==> config.mk <==
export PLATFORM = sky130hd
export DESIGN_NAME = scan_mux
export DESIGN_NICKNAME = d
export VERILOG_FILES = /design/src/rtl/scan_mux_pkg.sv /design/src/rtl/scan_mux_mux.sv /design/src/rtl/scan_mux.sv
export SDC_FILE = /design/constraint.sdc
export NUM_CORES = 1
export LEC_CHECK = 0
export CELL_PAD_IN_SITES_DETAIL_PLACEMENT = 1
export CELL_PAD_IN_SITES_GLOBAL_PLACEMENT = 1
export CORE_ASPECT_RATIO = 0.6
export CORE_MARGIN = 2
export CORE_UTILIZATION = 39
export CTS_BUF_LIST = sky130_fd_sc_hd__clkbuf_4
export DETAILED_ROUTE_END_ITERATION = 12
export PLACE_DENSITY_LB_ADDON = 0.1
export SLEW_MARGIN = 10
export SYNTH_ARGS = -nofsm -noshare
export SYNTH_HDL_FRONTEND = slang
export SYNTH_SLANG_ARGS = --single-unit
export TNS_END_PERCENT = 30
==> constraint.sdc <==
create_clock -name clk -period 3.8 [get_ports clk]
set_clock_uncertainty 0.05 [all_clocks]
set_input_delay 0.76 -clock clk [delete_from_list [all_inputs] [get_ports clk]]
set_output_delay 0.76 -clock clk [all_outputs]
set_load 0.01 [all_outputs]
==> src/rtl/scan_mux_pkg.sv <==
// Shared definitions for scan_mux: mode and state encodings plus a
// width-parametrised bit-reverse used here and by the NTT address generators.
package scan_mux_pkg;

   localparam logic [1:0] MODE_DIRECT = 2'b00;
   localparam logic [1:0] MODE_LIN    = 2'b01;
   localparam logic [1:0] MODE_BREV   = 2'b10;

   localparam int BREV_MAX_W = 32;

   typedef enum logic {
      IDLE = 1'b0,
      SCAN = 1'b1
   } state_t;

   // Reverses the low w bits of v; bits at or above w come back as zero.
   function automatic logic [BREV_MAX_W-1:0] bit_reverse(
      input logic [BREV_MAX_W-1:0] v,
      input int                    w
   );
      logic [BREV_MAX_W-1:0] r;
      r = '0;
      for (int i = 0; i < BREV_MAX_W; i++) begin
         if (i < w) begin
            r[i] = v[w-1-i];
         end
      end
      return r;
   endfunction

endpackage

==> src/rtl/scan_mux_mux.sv <==
// Combinational word selector: picks word sel out of S packed N-bit words.
module mux #(
   parameter int N  = 4,
   parameter int S  = 16,
   parameter int IW = $clog2(S)
) (
   input  logic [S*N-1:0] a,
   input  logic [IW-1:0]  sel,
   output logic [N-1:0]   s
);

   logic [N-1:0] words [S];

   for (genvar i = 0; i < S; i++) begin : g_word
      assign words[i] = a[i*N +: N];
   end

   assign s = words[sel];

endmodule

==> src/rtl/scan_mux.sv <==
// Registered, handshaked word selector with direct single-beat select and
// linear / bit-reversed scan of a captured S-word vector.
module scan_mux
   import scan_mux_pkg::*;
#(
   parameter int N  = 4,
   parameter int S  = 16,
   parameter int IW = $clog2(S)
) (
   input  logic           clk,
   input  logic           rst,
   input  logic [S*N-1:0] a,
   input  logic [1:0]     mode,
   input  logic [IW-1:0]  sel,
   input  logic           in_valid,
   output logic           in_ready,
   output logic [N-1:0]   s,
   output logic [IW-1:0]  s_idx,
   output logic           out_valid,
   input  logic           out_ready,
   output logic           out_last,
   output logic           busy
);

   state_t         state_q, state_d;
   logic [IW-1:0]  k_q, k_d;
   logic           brev_q, brev_d;
   logic [S*N-1:0] snap_q, snap_d;
   logic [N-1:0]   s_q, s_d;
   logic [IW-1:0]  s_idx_q, s_idx_d;
   logic           out_valid_q, out_valid_d;
   logic           out_last_q, out_last_d;
   logic           busy_q, busy_d;

   logic           ld;
   logic           accept;
   logic           mode_scan;
   logic [IW-1:0]  scan_idx;
   logic [S*N-1:0] mux_in;
   logic [IW-1:0]  mux_sel;
   logic [N-1:0]   mux_out;

   assign ld       = !out_valid_q || out_ready;
   assign in_ready = (state_q == IDLE) && ld;
   assign accept   = in_valid && in_ready;

   always_comb begin
      case (mode)
         MODE_DIRECT:        mode_scan = 1'b0;
         MODE_LIN, MODE_BREV: mode_scan = 1'b1;
         default:            mode_scan = 1'b0;
      endcase
   end

   assign scan_idx = brev_q ? IW'(bit_reverse(BREV_MAX_W'(k_q), IW)) : k_q;

   // During a scan the selector reads the snapshot; otherwise it reads the
   // live input, with beat 0 of a new scan always taken from index 0.
   assign mux_in  = (state_q == SCAN) ? snap_q : a;
   assign mux_sel = (state_q == SCAN) ? scan_idx : (mode_scan ? '0 : sel);

   mux #(
      .N  (N),
      .S  (S),
      .IW (IW)
   ) u_mux (
      .a   (mux_in),
      .sel (mux_sel),
      .s   (mux_out)
   );

   always_comb begin
      state_d     = state_q;
      k_d         = k_q;
      brev_d      = brev_q;
      snap_d      = snap_q;
      s_d         = s_q;
      s_idx_d     = s_idx_q;
      out_valid_d = out_valid_q;
      out_last_d  = out_last_q;
      busy_d      = busy_q;

      if (ld) begin
         if (state_q == SCAN) begin
            s_d         = mux_out;
            s_idx_d     = scan_idx;
            out_valid_d = 1'b1;
            out_last_d  = (k_q == IW'(S-1));
            k_d         = k_q + 1'b1;
            if (k_q == IW'(S-1)) begin
               state_d = IDLE;
               busy_d  = 1'b0;
            end
         end else if (accept) begin
            s_d         = mux_out;
            out_valid_d = 1'b1;
            if (mode_scan) begin
               snap_d     = a;
               s_idx_d    = '0;
               out_last_d = 1'b0;
               k_d        = IW'(1);
               brev_d     = (mode == MODE_BREV);
               state_d    = SCAN;
               busy_d     = 1'b1;
            end else begin
               s_idx_d    = sel;
               out_last_d = 1'b1;
            end
         end else begin
            out_valid_d = 1'b0;
         end
      end
   end

   always_ff @(posedge clk) begin
      if (rst) begin
         state_q     <= IDLE;
         k_q         <= '0;
         brev_q      <= 1'b0;
         snap_q      <= '0;
         s_q         <= '0;
         s_idx_q     <= '0;
         out_valid_q <= 1'b0;
         out_last_q  <= 1'b0;
         busy_q      <= 1'b0;
      end else begin
         state_q     <= state_d;
         k_q         <= k_d;
         brev_q      <= brev_d;
         snap_q      <= snap_d;
         s_q         <= s_d;
         s_idx_q     <= s_idx_d;
         out_valid_q <= out_valid_d;
         out_last_q  <= out_last_d;
         busy_q      <= busy_d;
      end
   end

   assign s         = s_q;
   assign s_idx     = s_idx_q;
   assign out_valid = out_valid_q;
   assign out_last  = out_last_q;
   assign busy      = busy_q;

endmodule
# Word level (Yosys, flattened, before mapping)
# Index checks and enable logic that the tools add are counted.
classes:
  n_addsub: 1
  order_cmp: 1
  n_eq_ne: 4
  muxes: 28
  n_bitwise: 2
  reduce_logical: 11
ops:
  columns: ["op", "count"]
  rows:
  - ["$mux W64", 1]
  - ["$mux W4", 12]
  - ["$bmux W4 S4", 1]
  - ["$mux W1", 14]
  - ["$reduce_and A4 Y1", 2]
  - ["$ge A5 B5 Y1 const B", 1]
  - ["$not A4 Y5", 1]
  - ["$add A4 B1 Y4 const B", 1]
  - ["$eq A4 B4 Y1 const B", 1]
  - ["$reduce_bool A2 Y1", 2]
  - ["$reduce_and A3 Y1", 1]
  - ["$eq A2 B1 Y1 const B", 1]
  - ["$eq A2 B2 Y1 const B", 1]
  - ["$logic_and A1 B1 Y1", 2]
  - ["$ne A2 B1 Y1 const B", 1]
  - ["$reduce_and A2 Y1", 1]
  - ["$reduce_or A2 Y1", 1]
  - ["$logic_not A1 Y1", 1]
  - ["$logic_or A1 B1 Y1", 1]
  - ["$not A1 Y1", 1]
totals:
  register_bits: 81
  out_inout_bits: 12
  word_cells: 56

# Logic depth before layout (Yosys ltp)
logic_depth:
  depth_word: 11
  mapped_depth: 11

# Modules after synthesis
# A second synthesis with hierarchy kept.
unflattened:
  cells_unflattened: 481
  area_unflattened_um2: 4345.4
modules_own_cells:
  columns: ["mod", "instances", "cells_each", "area_each_um2", "seq_area_each_um2"]
  rows:
  - ["scan_mux", 1, 442, 3791.1, 1621.6]
  - ["mux", 1, 39, 554.3, 0.0]

# Least setup slack after synthesis
# OpenSTA, ideal clock, no wires.
synth_timing:
  path_type: "input to register"
  startpoint: "input mode[0]"
  endpoint: "register s_q[1] (netlist: s[1])"
  setup_time_ps: 120
  arrival_ps: 2744
  required_ps: 3630
  setup_slack_ps: 887
  stages: 10
  path_buffers: 2
  path_cell_list: "inv_1 > ha_1 > clkbuf_1 > a21oi_2 > a21oi_4 > buf_6 > mux4_2 > a22oi_1 > o21ai_1 > a211o_1"
synth_via:
  elab_chain_cells: 11
  word_cells_on_any_way: 12
synth_lines:
  columns: ["element", "line", "source"]
  rows:
  - ["from (decl)", "scan_mux.sv:13", "input logic [1:0] mode,"]
  - ["$eq A2 B2 Y1 or $eq A2 B1 Y1 (tied branches)", "scan_mux.sv:48", "case (mode)"]
  - ["$reduce_or A2 Y1 *", "scan_mux.sv:48", null]
  - ["$mux W1 *", "scan_mux.sv:48", null]
  - ["$mux W4 * (2 in a row)", "scan_mux.sv:60", "assign mux_sel = (state_q == SCAN) ? scan_idx : (mode_scan ? '0 : sel);"]
  - ["$not A4 Y5 (implied by the code) *", "scan_mux_mux.sv:18", "assign s = words[sel];"]
  - ["$bmux W4 S4 *", "scan_mux_mux.sv:18", null]
  - ["$mux W4 (implied by the code) * (2 in a row)", "scan_mux_mux.sv:18", null]
  - ["$mux W4", "scan_mux.sv:94", "end else if (accept) begin"]
  - ["$mux W4 *", "scan_mux.sv:84", "if (state_q == SCAN) begin"]
  - ["to (signal assigned)", "scan_mux.sv:121", "s_q <= '0;"]
  - ["to (signal assigned)", "scan_mux.sv:131", "s_q <= s_d;"]
  - ["to (decl)", "scan_mux.sv:29", "logic [N-1:0] s_q, s_d;"]
# Mark *: on every way between the ends. The rest lies on a longest branch, timed or not. The select of a mux whose other input is x is not followed.
# A chain may end at the register's enable or synchronous reset.

# Final worst setup path
# Ends and elaborated chain as after synthesis.

==> impl_metrics.json <==
{
  "grt_antenna_before_repair": 0,
  "area_growth_pct": 28.8,
  "hold_depth": 2,
  "cts_tree": "yes",
  "drive_above_1_share_pct": 9.83,
  "finalNetCount": 610,
  "synth_cells": 455,
  "slew_headroom_pct": 56.2,
  "pre_cts_ws_ns": 0.373,
  "wl_met1_um": 6650,
  "yosysSeqAreaShare_pct": 40.5,
  "fin_total_pwr_uw": 1930,
  "clock_latency_ns": 0.45,
  "ys_warn_count": 0,
  "cts_sinks": 81,
  "end_kind": "register",
  "synth_ff_type": "dfxtp_1",
  "fmax_mhz": 334,
  "cts_made_buffers": 9,
  "die_area_um2": 11100,
  "critPathLaunchType": "primary input",
  "async_reset_ff_share_pct": 0,
  "synth-edff-count": 0,
  "vias": 3781,
  "overflow": 0,
  "route.top_layer_used": "met4",
  "arrival_ns": 3.28,
  "maxCapViolCount": 0,
  "finalMaxSlewViolations": 0,
  "postCtsHoldBufs": 0,
  "tns_ns": 0,
  "rr_worst_depth": 7,
  "period_share_pct": 78.7,
  "ys_seq_elements": 81,
  "yosysTopAreaCell": "dfxtp_1",
  "grt_pass1_wl_um": 21500,
  "syn_area_um2": 4010,
  "synth_top_area_share_pct": 40.5,
  "postCtsSetupBuffers": 0,
  "post-route-drc-count": 0,
  "num_antenna_cells": 0,
  "rsz0062_at_grt": "false",
  "reg2reg_slack_ns": 1.33,
  "via_per_inst": 5.61,
  "dp_hpwl_um": 10300,
  "dr_wl_met3_um": 963,
  "grt.total_usage_pct": 25.6,
  "clkPwrFrac_pct": 26.5,
  "yosysMostFrequentCell": "nand2_1",
  "core_um2": 9910,
  "gp_congestion": 0.877,
  "cts_buffer_depth": 2,
  "status": "finished, final reports clean",
  "min_path_type": "register to register",
  "syn_nets": 531,
  "ant_nets": 0,
  "powerDensity_nw_per_um2": 374,
  "netSwitchingFraction_pct": 30.4,
  "synth_common_cells": "150 x nand2_1, 81 x dfxtp_1, 72 x a21oi_1",
  "path_class": "primary input to register",
  "place_area_um2": 5030,
  "syn_avg_cell_area_um2": 8.81,
  "power_switching_uw": 588,
  "leakage_uw": 0.00187,
  "root_buffer": "clkbuf_4",
  "routed_wl_um": 13700,
  "stdcell_area_um2": 5160,
  "setup_viol": 0,
  "vdd_drop_max_mv": 0.164,
  "layout_min_cycle_time_ns": 2.99,
  "die_h_um": 82.5,
  "grt_start_max_net_pins": 62,
  "h-tree-depth": 3,
  "path_clk_slew_ns": 0.13,
  "power.internal_uw": 1340,
  "combPwrFrac_pct": 24.9,
  "power_frac_seq_pct": 48.6,
  "rows": 28,
  "wl_met2_um": 5970,
  "hold_viol": 0,
  "die_w_um": 135,
  "io_pins": 86,
  "cts_resized": 0,
  "ys_types": 42,
  "tightest_slew_ns": 0.650,
  "grt_pass1_vias": 3892,
  "start_util_pct": 40.4,
  "crit_fanout": 25,
  "crit_required_ns": 4.09,
  "synth_area_leaders": "dfxtp_1 40%, nand2_1 14%, a21oi_1 9.0%, mux4_2 9.0%, mux4_1 8.5%",
  "drtPass1Iterations": 4,
  "drt_iter0_markers": 290,
  "finalWorstSetupSlack_ns": 0.810,
  "port_buffers": 85,
  "wl_per_cell_um": 20.3
}
[layout by cell type (no fill, tap or decap), types with 2 or more instances in the layout]
cell and count:
a211o_1 3, a211oi_1 3, a21oi_1 72, a22oi_1 8, a31oi_1 3, a32oi_1 3
and2_1 2, buf_12 2, buf_4 14, clkbuf_4 10, clkdlybuf4s50_1 84, clkinv_1 3
dfxtp_1 81, ha_1 2, mux2i_1 6, mux4_1 13, mux4_2 16, nand2_1 150
nand3_1 8, nand4_1 2, nor2_1 16, nor2b_1 2, nor3_1 3, o21ai_0 9
xor2_1 2
[flip-flops by register name, summed over array words and instances (netlist names)]
register / cells
snap_q: 64
k_q: 4
s: 4
s_idx: 4
brev_q: 1
busy: 1
out_last: 1
out_valid: 1
state_q: 1
[critical path, stage by stage]
cell	delay, ns
clkdlybuf4s50_1	0.46
inv_1	0.04
ha_1	0.37
a21oi_2	0.13
a21oi_4	0.16
buf_12	0.21
mux4_1	0.60
a22oi_1	0.17
a31oi_1	0.13
a211o_1	0.23
[power groups by stage]
| stage | Clock (uW) | Combinational [uW] | Sequential (uW) |
|---|---|---|---|
| finish | 511 | 481 | 940 |
| detailed placement | 0 | 479 | 959 |
| global placement | 0 | 466 | 956 |
| floorplan | 0 | 262 | 948 |
| CTS | 521 | 481 | 940 |
| global route | 560 | 520 | 947 |
[stage by stage]
step	utilization (%)	hold slack, ns	std cells
floorplan	-	0.382	455
global placement	50.7	0.387	658
detailed placement	50.7	0.395	658
CTS	52.1	0.413	674
global route	52.1	0.428	674
finish	52.1	0.412	674
[worst paths after layout]
check,startpoint,endpoint
min reg2reg,s_idx[1]$_SDFFE_PP0P_,s_idx[1]$_SDFFE_PP0P_
max,mode[0],s[1]$_SDFFE_PP0P_
max reg2reg,brev_q$_SDFFE_PP0P_,s[1]$_SDFFE_PP0P_
min,s_idx[1]$_SDFFE_PP0P_,s_idx[1]$_SDFFE_PP0P_
[layer usage]
layer,track usage (%),vias up
met3,5.13,10
met5,0,-
met4,6.11,0
met2,39.4,131
li1,-,1775
met1,37.2,1865
[kinds of logic (layout without fill, tap and decap cells)]
family,count (synthesis),after routing,share of synthesized area (%)
xor+xnor,2,2,0.437
compound gates,109,109,15.8
mux,37,37,19.9
simple gates,189,189,19.0
fa+ha+maj,2,2,0.624
flops,81,81,40.5
buf+inv,35,119,3.84
[area by class of cell]
cell class / instances / area (um2)
Fill cell: 1157 / 4750
Multi-Input combinational cell: 339 / 2240
Sequential cell: 81 / 1620
Timing Repair Buffer: 101 / 991
Tap cell: 135 / 169
Clock buffer: 10 / 75.1
Clock inverter: 6 / 58.8
Inverter: 2 / 7.51
Note: power is estimated with default switching activity, not from simulation.
